### config.mk
export PLATFORM = sky130hd
export DESIGN_NAME = foreground_line_eval
export DESIGN_NICKNAME = d
export VERILOG_FILES = /design/src/rtl/fg_line_eval_pkg.sv /design/src/rtl/fg_line_eval_slot_bank.sv /design/src/rtl/foreground_line_eval.sv
export SDC_FILE = /design/constraint.sdc
export NUM_CORES = 1
export LEC_CHECK = 0
export BUFFER_PORTS_ARGS = -buffer_cell sky130_fd_sc_hd__buf_2
export CAP_MARGIN = 20
export CORE_UTILIZATION = 60
export CTS_BUF_LIST = sky130_fd_sc_hd__clkbuf_8
export DETAILED_ROUTE_END_ITERATION = 10
export GPL_TIMING_DRIVEN = 0
export PLACE_DENSITY = 0.91
export SETUP_SLACK_MARGIN = 0.15
export SLEW_MARGIN = 20
export SYNTH_ARGS = -nofsm -noshare
export SYNTH_HDL_FRONTEND = slang
export SYNTH_SLANG_ARGS = --single-unit
### constraint.sdc
create_clock -name clk_12_5875 -period 2.8 [get_ports clk_12_5875]
set_input_delay 0.56 -clock clk_12_5875 [delete_from_list [all_inputs] [get_ports clk_12_5875]]
set_output_delay 0.56 -clock clk_12_5875 [all_outputs]
set_load 0.02 [all_outputs]
### src/rtl/fg_line_eval_pkg.sv
// Shared definitions for the foreground per-line object evaluator.
// Contents: scan FSM state type, OBM Y-byte offset, object height and the
// 9-bit (non-wrapping) line/object intersection test.
package fg_line_eval_pkg;

  typedef enum logic [1:0] {
    StIdle,
    StScan,
    StDrain,
    StDone
  } state_e;

  // Byte 1 of each 4-byte OBM entry holds the object's Y position.
  localparam logic [1:0] OBM_Y_OFFSET = 2'd1;

  // Fixed by the pattern format.
  localparam int unsigned OBJ_HEIGHT = 8;

  // Objects near the bottom must not wrap to the top lines, so compare in 9 bits.
  function automatic logic obj_hit(input logic [7:0] obj_y, input logic [7:0] line_y);
    logic [8:0] top;
    logic [8:0] bot;
    logic [8:0] y9;
    top = {1'b0, obj_y};
    bot = top + 9'(OBJ_HEIGHT);
    y9  = {1'b0, line_y};
    return (top <= y9) && (y9 < bot);
  endfunction

endpackage

### src/rtl/fg_line_eval_slot_bank.sv
// fg_slot_bank: one bank of the double-buffered per-line object list.
// Ports:
//   clk_i, rst_ni  - clock, asynchronous active-low reset
//   clear_i        - empty the bank (count, slots and overflow to 0); wins over the others
//   append_i       - write obma_i into the next free slot (ignored when full)
//   obma_i         - object index to append
//   set_ovf_i      - set the sticky overflow flag
//   obma_o         - slot k at [6k +: 6]; unused slots read 0
//   count_o        - number of valid slots
//   overflow_o     - sticky overflow flag
module fg_slot_bank #(
  parameter int unsigned MaxPerLine = 8,
  parameter int unsigned CntW       = 4
) (
  input  logic                    clk_i,
  input  logic                    rst_ni,
  input  logic                    clear_i,
  input  logic                    append_i,
  input  logic [5:0]              obma_i,
  input  logic                    set_ovf_i,
  output logic [6*MaxPerLine-1:0] obma_o,
  output logic [CntW-1:0]         count_o,
  output logic                    overflow_o
);

  localparam logic [CntW-1:0] MaxCnt = CntW'(MaxPerLine);

  logic [6*MaxPerLine-1:0] obma_q, obma_d;
  logic [CntW-1:0]         count_q, count_d;
  logic                    ovf_q, ovf_d;

  always_comb begin
    obma_d  = obma_q;
    count_d = count_q;
    ovf_d   = ovf_q;
    if (clear_i) begin
      obma_d  = '0;
      count_d = '0;
      ovf_d   = 1'b0;
    end else begin
      if (append_i && (count_q != MaxCnt)) begin
        for (int unsigned k = 0; k < MaxPerLine; k++) begin
          if (count_q == CntW'(k)) obma_d[6*k +: 6] = obma_i;
        end
        count_d = count_q + 1'b1;
      end
      if (set_ovf_i) ovf_d = 1'b1;
    end
  end

  always_ff @(posedge clk_i or negedge rst_ni) begin
    if (!rst_ni) begin
      obma_q  <= '0;
      count_q <= '0;
      ovf_q   <= 1'b0;
    end else begin
      obma_q  <= obma_d;
      count_q <= count_d;
      ovf_q   <= ovf_d;
    end
  end

  assign obma_o     = obma_q;
  assign count_o    = count_q;
  assign overflow_o = ovf_q;

endmodule

### src/rtl/foreground_line_eval.sv
// foreground_line_eval: scans OBM Y bytes during each line and builds the
// priority-ordered (ascending OBMA) list of objects hitting the next line.
// Two fg_slot_bank instances are ping-ponged by sel_q: the display bank is
// stable for a whole line while the other one is being filled.
// Ports:
//   clk_12_5875, rst         - pixel clock, asynchronous active-low reset
//   line_start, next_y       - per-line pulse (swap banks, start scan) and line to evaluate
//   obm_rd_en, obm_addr      - OBM Y-byte read request; obm_data returns one cycle later
//   disp_obma/count/overflow - display bank contents
//   busy                     - scan in progress (SCAN or DRAIN)
//   overflow_lines           - only with FG_LINE_EVAL_STATS_EN: saturating per-frame
//                              count of lines shown with overflow set
module foreground_line_eval
  import fg_line_eval_pkg::*;
#(
  parameter int unsigned NUM_OBJECTS  = 64,
  parameter int unsigned MAX_PER_LINE = 8
) (
  input  logic                              clk_12_5875,
  input  logic                              rst,
  input  logic                              line_start,
  input  logic [7:0]                        next_y,
  output logic                              obm_rd_en,
  output logic [7:0]                        obm_addr,
  input  logic [7:0]                        obm_data,
  output logic [6*MAX_PER_LINE-1:0]         disp_obma,
  output logic [$clog2(MAX_PER_LINE+1)-1:0] disp_count,
  output logic                              disp_overflow,
`ifdef FG_LINE_EVAL_STATS_EN
  output logic [7:0]                        overflow_lines,
`endif
  output logic                              busy
);

  localparam int unsigned     CntW    = $clog2(MAX_PER_LINE + 1);
  localparam logic [5:0]      LastIdx = 6'(NUM_OBJECTS - 1);
  localparam logic [CntW-1:0] MaxCnt  = CntW'(MAX_PER_LINE);

  state_e     state_q, state_d;
  logic [5:0] idx_q, idx_d;
  logic [5:0] cmp_idx_q, cmp_idx_d;
  logic       cmp_valid_q, cmp_valid_d;
  logic [7:0] y_q, y_d;
  logic       sel_q, sel_d;  // index of the display bank

  logic [6*MAX_PER_LINE-1:0] bank_obma [2];
  logic [CntW-1:0]           bank_cnt  [2];
  logic                      bank_ovf  [2];
  logic                      disp_clear, eval_append, eval_set_ovf;
  logic                      hit, eval_full, aborting;
  logic [CntW-1:0]           eval_count;
  logic                      eval_ovf;

  for (genvar b = 0; b < 2; b++) begin : g_bank
    fg_slot_bank #(
      .MaxPerLine(MAX_PER_LINE),
      .CntW      (CntW)
    ) u_bank (
      .clk_i     (clk_12_5875),
      .rst_ni    (rst),
      .clear_i   (disp_clear & (sel_q == 1'(b))),
      .append_i  (eval_append & (sel_q != 1'(b))),
      .obma_i    (cmp_idx_q),
      .set_ovf_i (eval_set_ovf & (sel_q != 1'(b))),
      .obma_o    (bank_obma[b]),
      .count_o   (bank_cnt[b]),
      .overflow_o(bank_ovf[b])
    );
  end

  assign eval_count = sel_q ? bank_cnt[0] : bank_cnt[1];
  assign eval_ovf   = sel_q ? bank_ovf[0] : bank_ovf[1];
  assign eval_full  = (eval_count == MaxCnt);
  assign hit        = cmp_valid_q && obj_hit(obm_data, y_q);
  assign aborting   = line_start && ((state_q == StScan) || (state_q == StDrain));

  always_comb begin
    state_d      = state_q;
    idx_d        = idx_q;
    cmp_idx_d    = idx_q;
    cmp_valid_d  = 1'b0;
    y_d          = y_q;
    sel_d        = sel_q;
    disp_clear   = 1'b0;
    eval_append  = 1'b0;
    eval_set_ovf = 1'b0;
    if (line_start) begin
      // The old display bank becomes the new eval bank; the in-flight compare is dropped.
      sel_d        = ~sel_q;
      disp_clear   = 1'b1;
      eval_set_ovf = aborting;
      y_d          = next_y;
      idx_d        = '0;
      state_d      = StScan;
    end else begin
      unique case (state_q)
        StScan: begin
          cmp_valid_d = 1'b1;
          idx_d       = idx_q + 6'd1;
          if (idx_q == LastIdx) state_d = StDrain;
        end
        StDrain: state_d = StDone;
        default: ;
      endcase
      if (hit) begin
        if (eval_full) begin
          // Stop at once: no further reads, discard the compare already in flight.
          eval_set_ovf = 1'b1;
          cmp_valid_d  = 1'b0;
          state_d      = StDone;
        end else begin
          eval_append = 1'b1;
        end
      end
    end
  end

  always_ff @(posedge clk_12_5875 or negedge rst) begin
    if (!rst) begin
      state_q     <= StIdle;
      idx_q       <= '0;
      cmp_idx_q   <= '0;
      cmp_valid_q <= 1'b0;
      y_q         <= '0;
      sel_q       <= 1'b0;
    end else begin
      state_q     <= state_d;
      idx_q       <= idx_d;
      cmp_idx_q   <= cmp_idx_d;
      cmp_valid_q <= cmp_valid_d;
      y_q         <= y_d;
      sel_q       <= sel_d;
    end
  end

  assign obm_rd_en     = (state_q == StScan);
  assign obm_addr      = obm_rd_en ? {idx_q, OBM_Y_OFFSET} : 8'd0;
  assign busy          = (state_q == StScan) || (state_q == StDrain);
  assign disp_obma     = sel_q ? bank_obma[1] : bank_obma[0];
  assign disp_count    = sel_q ? bank_cnt[1] : bank_cnt[0];
  assign disp_overflow = sel_q ? bank_ovf[1] : bank_ovf[0];

`ifdef FG_LINE_EVAL_STATS_EN
  logic [7:0] ovf_lines_q, ovf_lines_d, ovf_base;

  // A frame restart (next_y == 0) clears first, then the swapped-in line still counts.
  always_comb begin
    ovf_base    = ovf_lines_q;
    ovf_lines_d = ovf_lines_q;
    if (line_start) begin
      if (next_y == 8'd0) ovf_base = 8'd0;
      ovf_lines_d = ovf_base;
      if ((eval_ovf || aborting) && (ovf_base != 8'hFF)) ovf_lines_d = ovf_base + 8'd1;
    end
  end

  always_ff @(posedge clk_12_5875 or negedge rst) begin
    if (!rst) ovf_lines_q <= '0;
    else      ovf_lines_q <= ovf_lines_d;
  end

  assign overflow_lines = ovf_lines_q;
`endif

endmodule

# After elaboration in Yosys (flattened, before gate mapping)
# Index checks and enable logic that the tools add are counted.
# W data, S select, Z words.
# totals
mem_bits_rw	0
romBits	0
wordCells	155
mem_count	0
out_inout_bits	63
latchBits	0
ff_bits	130
inputBits	19
# op_classes
n_reduce_logical	45
n_mux	51
multipliers	0
order_cmp	2
n_eq_ne	20
n_addsub	4
bitwise	7
shifts	0
n_div	0
# ops
operator	n
$mux W48	5
$mux W6	18
$reduce_bool A2 Y1	21
$eq A4 B3 Y1 const B	8
$reduce_and A2 Y1	16
$mux W4	6
$eq A4 B2 Y1 const B	4
$mux W1	16
$add A8 B4 Y9 const B	1
$lt A8 B9 Y1	1
$add A4 B1 Y4 const B	2
$eq A4 B1 Y1 const B	2
$le A8 B8 Y1	1
$logic_not A4 Y1	2
$mux W2	4
$mux W8	1
$ne A4 B4 Y1 const B	2
$add A6 B1 Y6 const B	1
$and A1 B1 Y1	6
$eq A6 B6 Y1 const B	1
$logic_and A1 B1 Y1	5
$eq A4 B4 Y1 const B	1
$pmux W2 S2	1
$eq A2 B1 Y1 const B	1
other kinds (3)	3

# Depth between registers and ports, before layout
# logic_depth
word_depth	10
depth_mapped	10
mapped_depth_nobuf	9

# By module
# From an unflattened synthesis, not the netlist that was laid out.
# unflattened
hier_cells	619
area_unflattened_um2	7021.7
# by_module_without_submodules
mod	instances	area_per_inst_um2	cells_per_inst	seq_area_each_um2
fg_slot_bank	2	2419.8	199	1326.3
foreground_line_eval	1	2182.1	221	600.6

# Worst setup path after synthesis
# Ideal clock, no wire load.
# synth_timing
path_type	input to register
from	input port obm_data[3]
to	register g_bank[1].u_bank.count_q[1]
arrival_ns	2.357
path_stages	10
setup_time_ns	0.120
path_buffers	1
path_slack_ns	0.324
required_time_ns	2.680
path_cell_list	ha_1 inv_1 ha_1 a21oi_1 o21ai_0 o211a_4 nor4_2 buf_6 nand2_1 a31o_1
# synth_via
elab_chain_cells	9
word_cells_on_any_way	10
classes_between	1 x add/sub; 2 x order compare; 2 x mux; 1 x bitwise; 4 x reduce/logical
# synth_lines
element	line	text
start: declaration	foreground_line_eval.sv:25	input logic [7:0] obm_data,
$add A8 B4 Y9	fg_line_eval_pkg.sv:25	bot = top + 9'(OBJ_HEIGHT);
$lt A8 B9 Y1	fg_line_eval_pkg.sv:27	return (top <= y9) && (y9 < bot);
$logic_and A1 B1 Y1 *	fg_line_eval_pkg.sv:27	
$logic_and A1 B1 Y1 *	foreground_line_eval.sv:74	assign hit = cmp_valid_q && obj_hit(obm_data, y_q);
$mux W1 *	foreground_line_eval.sv:105	if (hit) begin
$mux W1 *	foreground_line_eval.sv:87	if (line_start) begin
$and A1 B1 Y1 *	foreground_line_eval.sv:62	.append_i (eval_append & (sel_q != 1'(b))),
$logic_and A1 B1 Y1 *	fg_line_eval_slot_bank.sv:41	if (append_i && (count_q != MaxCnt)) begin
$reduce_bool A2 Y1 (no line) *	n/a	
end signal: assignment	fg_line_eval_slot_bank.sv:58	count_q <= count_d;
end: declaration	fg_line_eval_slot_bank.sv:29	logic [CntW-1:0] count_q, count_d;
# Every way passes the cells marked *; elsewhere a longest branch is shown, timed or not.
# A chain may end at the register's enable or synchronous reset.

# Worst setup path in the final report
# layout_timing
from	register sel_q
to	output port disp_obma[46]
# layout_via
elab_chain_cells	1
# layout_lines
element	line	text
start: declaration	foreground_line_eval.sv:44	logic sel_q, sel_d;
start signal: assignment	foreground_line_eval.sv:132	sel_q <= sel_d;
$mux W48	foreground_line_eval.sv:139	assign disp_obma = sel_q ? bank_obma[1] : bank_obma[0];
end: declaration	foreground_line_eval.sv:26	output logic [6*MAX_PER_LINE-1:0] disp_obma,
# No other way between the ends.

==> results.cfg <==
[place]
io_buffers = 80
placedCellCount = 862
place_ws_ns = -0.131
hpwl_um = 12100
place.gp.congestion = 0.871

[pwr]
p_leak_nw = 4.54
switching_share_pct = 30.9
pwr-share-seq_pct = 43.0
power_frac_clock_pct = 38.0
p_per_area_mw_per_mm2 = 569
peakVddDrop_v = 0.000530
combPwrFrac_pct = 19.0
intPower_mw = 3.21
power.switching_mw = 1.44

[worst_setup_path]
arrival_ns = 2.00
cp_top_family = buffers and inverters
regToRegSetupSlack_ns = 0.38
cp_num_cells = 5
startpoint = sel_q
worstSetupEndpoint = disp_obma[46]
reg2reg_depth = 8
crit_slowest_cell = mux2_2
crit_fanout = 10
worstReg2RegStart = g_bank[1].u_bank.count_o[0]
criticalPathCategory = flop to output port
required_ns = 2.24
crit_buf_inv = 4
cp_common_cell = buf_2
start_kind = flop
cp-end-kind = output port
path_cells = buf_2 -> buf_6 -> clkbuf_4 -> mux2_2 -> buf_2
max_stage_delay_ns = 0.37
reg2reg_to = g_bank[1].u_bank.obma_o[46]

[clock_network]
postCtsSetupBuffers = 0
cts_tree = built
cts_max_level = 4
cts_root_buffer = clkbuf_8
cts_sinks = 130
clock_latency_ns = 0.47
cts.path.max_buffers = 2
clk_pin_slew_ns = 0.08
numCtsBuffers = 17

[timing]
tns_ns = 0
rsz0062_at_grt = false
skew_ns = 0.0131
fmax_mhz = 390
fin_crit_sh_pct = 91.5
period_needed_ns = 2.56
postLayoutSetupSlackWorst_ns = 0.238
hold_violations = 0
drv_slew = 0
finalSetupViolations = 0
tightest_slew_ns = 0.655
hold_slack_ns = 0.0360
timing.slew.headroom_pct = 55.7

[finish]
final_util_pct = 71.2
multi_input_area_mm2 = 0.00357
register_area_mm2 = 0.00325
mostFrequentLayoutCells = nand2_1, dfrtp_1, mux2i_1
fin_cells = 894
antenna_cells = 0
final_common_cell = nand2_1
area_delta_synth_final_pct = 15.1
drive_gt1_share_pct = 28.6
nFillCells = 767
fin_nets = 785

[floorplan]
fp.coreArea_mm2 = 0.0115
initial_core_util_pct = 61.9
io_pins = 82
dieHeight_um = 111
rows = 39
die_w_um = 111
dieArea_mm2 = 0.0123

[global_route]
first_global_vias = 5611
antenna_found_initial = 0
grt_usage_pct = 30.4
grt_pass1_wl_um = 28700
grt_remaining_overflow = 0
grt_max_degree = 83

[yosys]
netlist_area_mm2 = 0.00710
synth-edff-count = 0
ys_ff_latch = 130
ys_types = 56
syn_avg_cell_area_um2 = 11.1
synth_nets = 685
yosysWarnings = 0
synth_ff_type = dfrtp_1
seq_area_frac_synth_pct = 45.8
synth-async-reset-ratio_pct = 100
syn-instance-count = 638

[detailed_routing]
dr.pass1.iters = 5
first_iter_violations = 431
viasPerCell = 6.10
drc = 0
drt-total-wl_um = 17700
ant_nets = 0
num_vias = 5455
wl_per_cell_um = 19.7

[run]
maxCapViolations = 0

[run_status]
outcome = finished, final reports clean

[hold_path]
hold_class = input port to async pin
state kept, by name, summed over array words and instances, names as in the netlist:
name / flops
sel_q: 1
g_bank.u_bank.obma_o: 96
cmp_valid_q: 1
y_q: 8
cmp_idx_d: 6
g_bank.u_bank.overflow_o: 2
state_q: 2
g_bank.u_bank.count_o: 8
cmp_idx_q: 6
how the worst min path moves through the flow:
| stage | from | end | slack [ns] | depth (start not counted) |
|---|---|---|---|---|
| 3_3_place_gp | cmp_idx_d[4] | cmp_idx_q[4] | 0.43 | 0 |
| 5_1_grt | rst | g_bank[1].u_bank.obma_o[37] | 0.06 | 1 |
| 6_report | rst | g_bank[1].u_bank.obma_o[34] | 0.04 | 1 |
| 4_1_cts | rst | g_bank[1].u_bank.obma_o[37] | 0.04 | 1 |
| 3_5_place_dp | cmp_idx_d[3] | cmp_idx_q[3] | 0.45 | 0 |
| 2_1_floorplan | rst | cmp_idx_d[0] | 0.26 | 0 |
synth_stat cells (5+ instances only):
cell	number	area, µm²
nand2_1	131	492
dfrtp_1	130	3250
mux2i_1	99	991
mux2_2	51	574
ha_1	28	350
inv_1	23	86.3
o21ai_0	17	85.1
nor2_1	14	52.6
clkbuf_1	13	48.8
nand3_1	12	60.1
a21oi_1	11	55.1
nand3_4	10	175
buf_2	8	40.0
and2_1	6	37.5
and3_1	6	37.5
and4_1	5	43.8
xor2_1	5	43.8
area by class of cell:
cell class / instances / share of cell area, %
Multi-Input combinational cell: 453 / 43.7
Sequential cell: 130 / 39.8
Timing Repair Buffer: 81 / 5.31
Clock buffer: 21 / 3.54
Buffer: 32 / 2.57
Tap cell: 143 / 2.19
Clock inverter: 11 / 1.84
Inverter: 23 / 1.06
repair_timing:
action | in CTS | in global routing
resized for setup | 8 | 4
cloned | 0 | 0
hold buffers | 0 | 0
setup endpoints to repair | 39 | 18
stage by stage:
stage / total power, mW / instance area, µm²
after floorplan: 2.62 / 7100
after global routing: 4.80 / 8170
final: 4.65 / 8170
after CTS: 4.64 / 8160
after detailed placement: 2.89 / 7710
after global placement: 2.85 / 7670
routing by layer:
metal	global-route usage, %	share of wire (%)	up-vias
met1	39.0	42	2754
met3	6.62	5.4	59
li1	-	-	2435
met4	15.6	4.1	0
met5	0	0	-
met2	48.8	48	207
cells by family (layout without fill, tap and decap cells):
family	Yosys count	count (layout)	share of synthesized area, %
multiplexers	150	150	22.1
other	1	1	0.0528
flip-flops	130	130	45.8
XOR/XNOR	7	7	0.864
AND/OR/NAND/NOR	217	217	17.5
adder cells (fa/ha/maj)	28	28	4.94
buffers and inverters	55	168	3.88
AO/OA/AOI/OAI	50	50	4.81
worst register-to-register path, cell delays in order (launching register included):
cell and delay, ns:
dfrtp_1 0.50, inv_1 0.15, ha_1 0.26, o21bai_1 0.18, a311oi_2 0.39, buf_6 0.23, and4_1 0.25, nand3_4 0.16
mux2i_1 0.17
power by group through the flow:
stage | Sequential (mW) | Combinational [mW] | Clock (mW)
3_5_place_dp | 2.04 | 0.859 | 0
5_1_grt | 2.01 | 0.947 | 1.85
2_1_floorplan | 2.02 | 0.599 | 0
3_3_place_gp | 2.03 | 0.818 | 0
4_1_cts | 2.00 | 0.872 | 1.77
6_report | 2.00 | 0.883 | 1.76
Note: power is estimated with default switching activity, not from simulation.
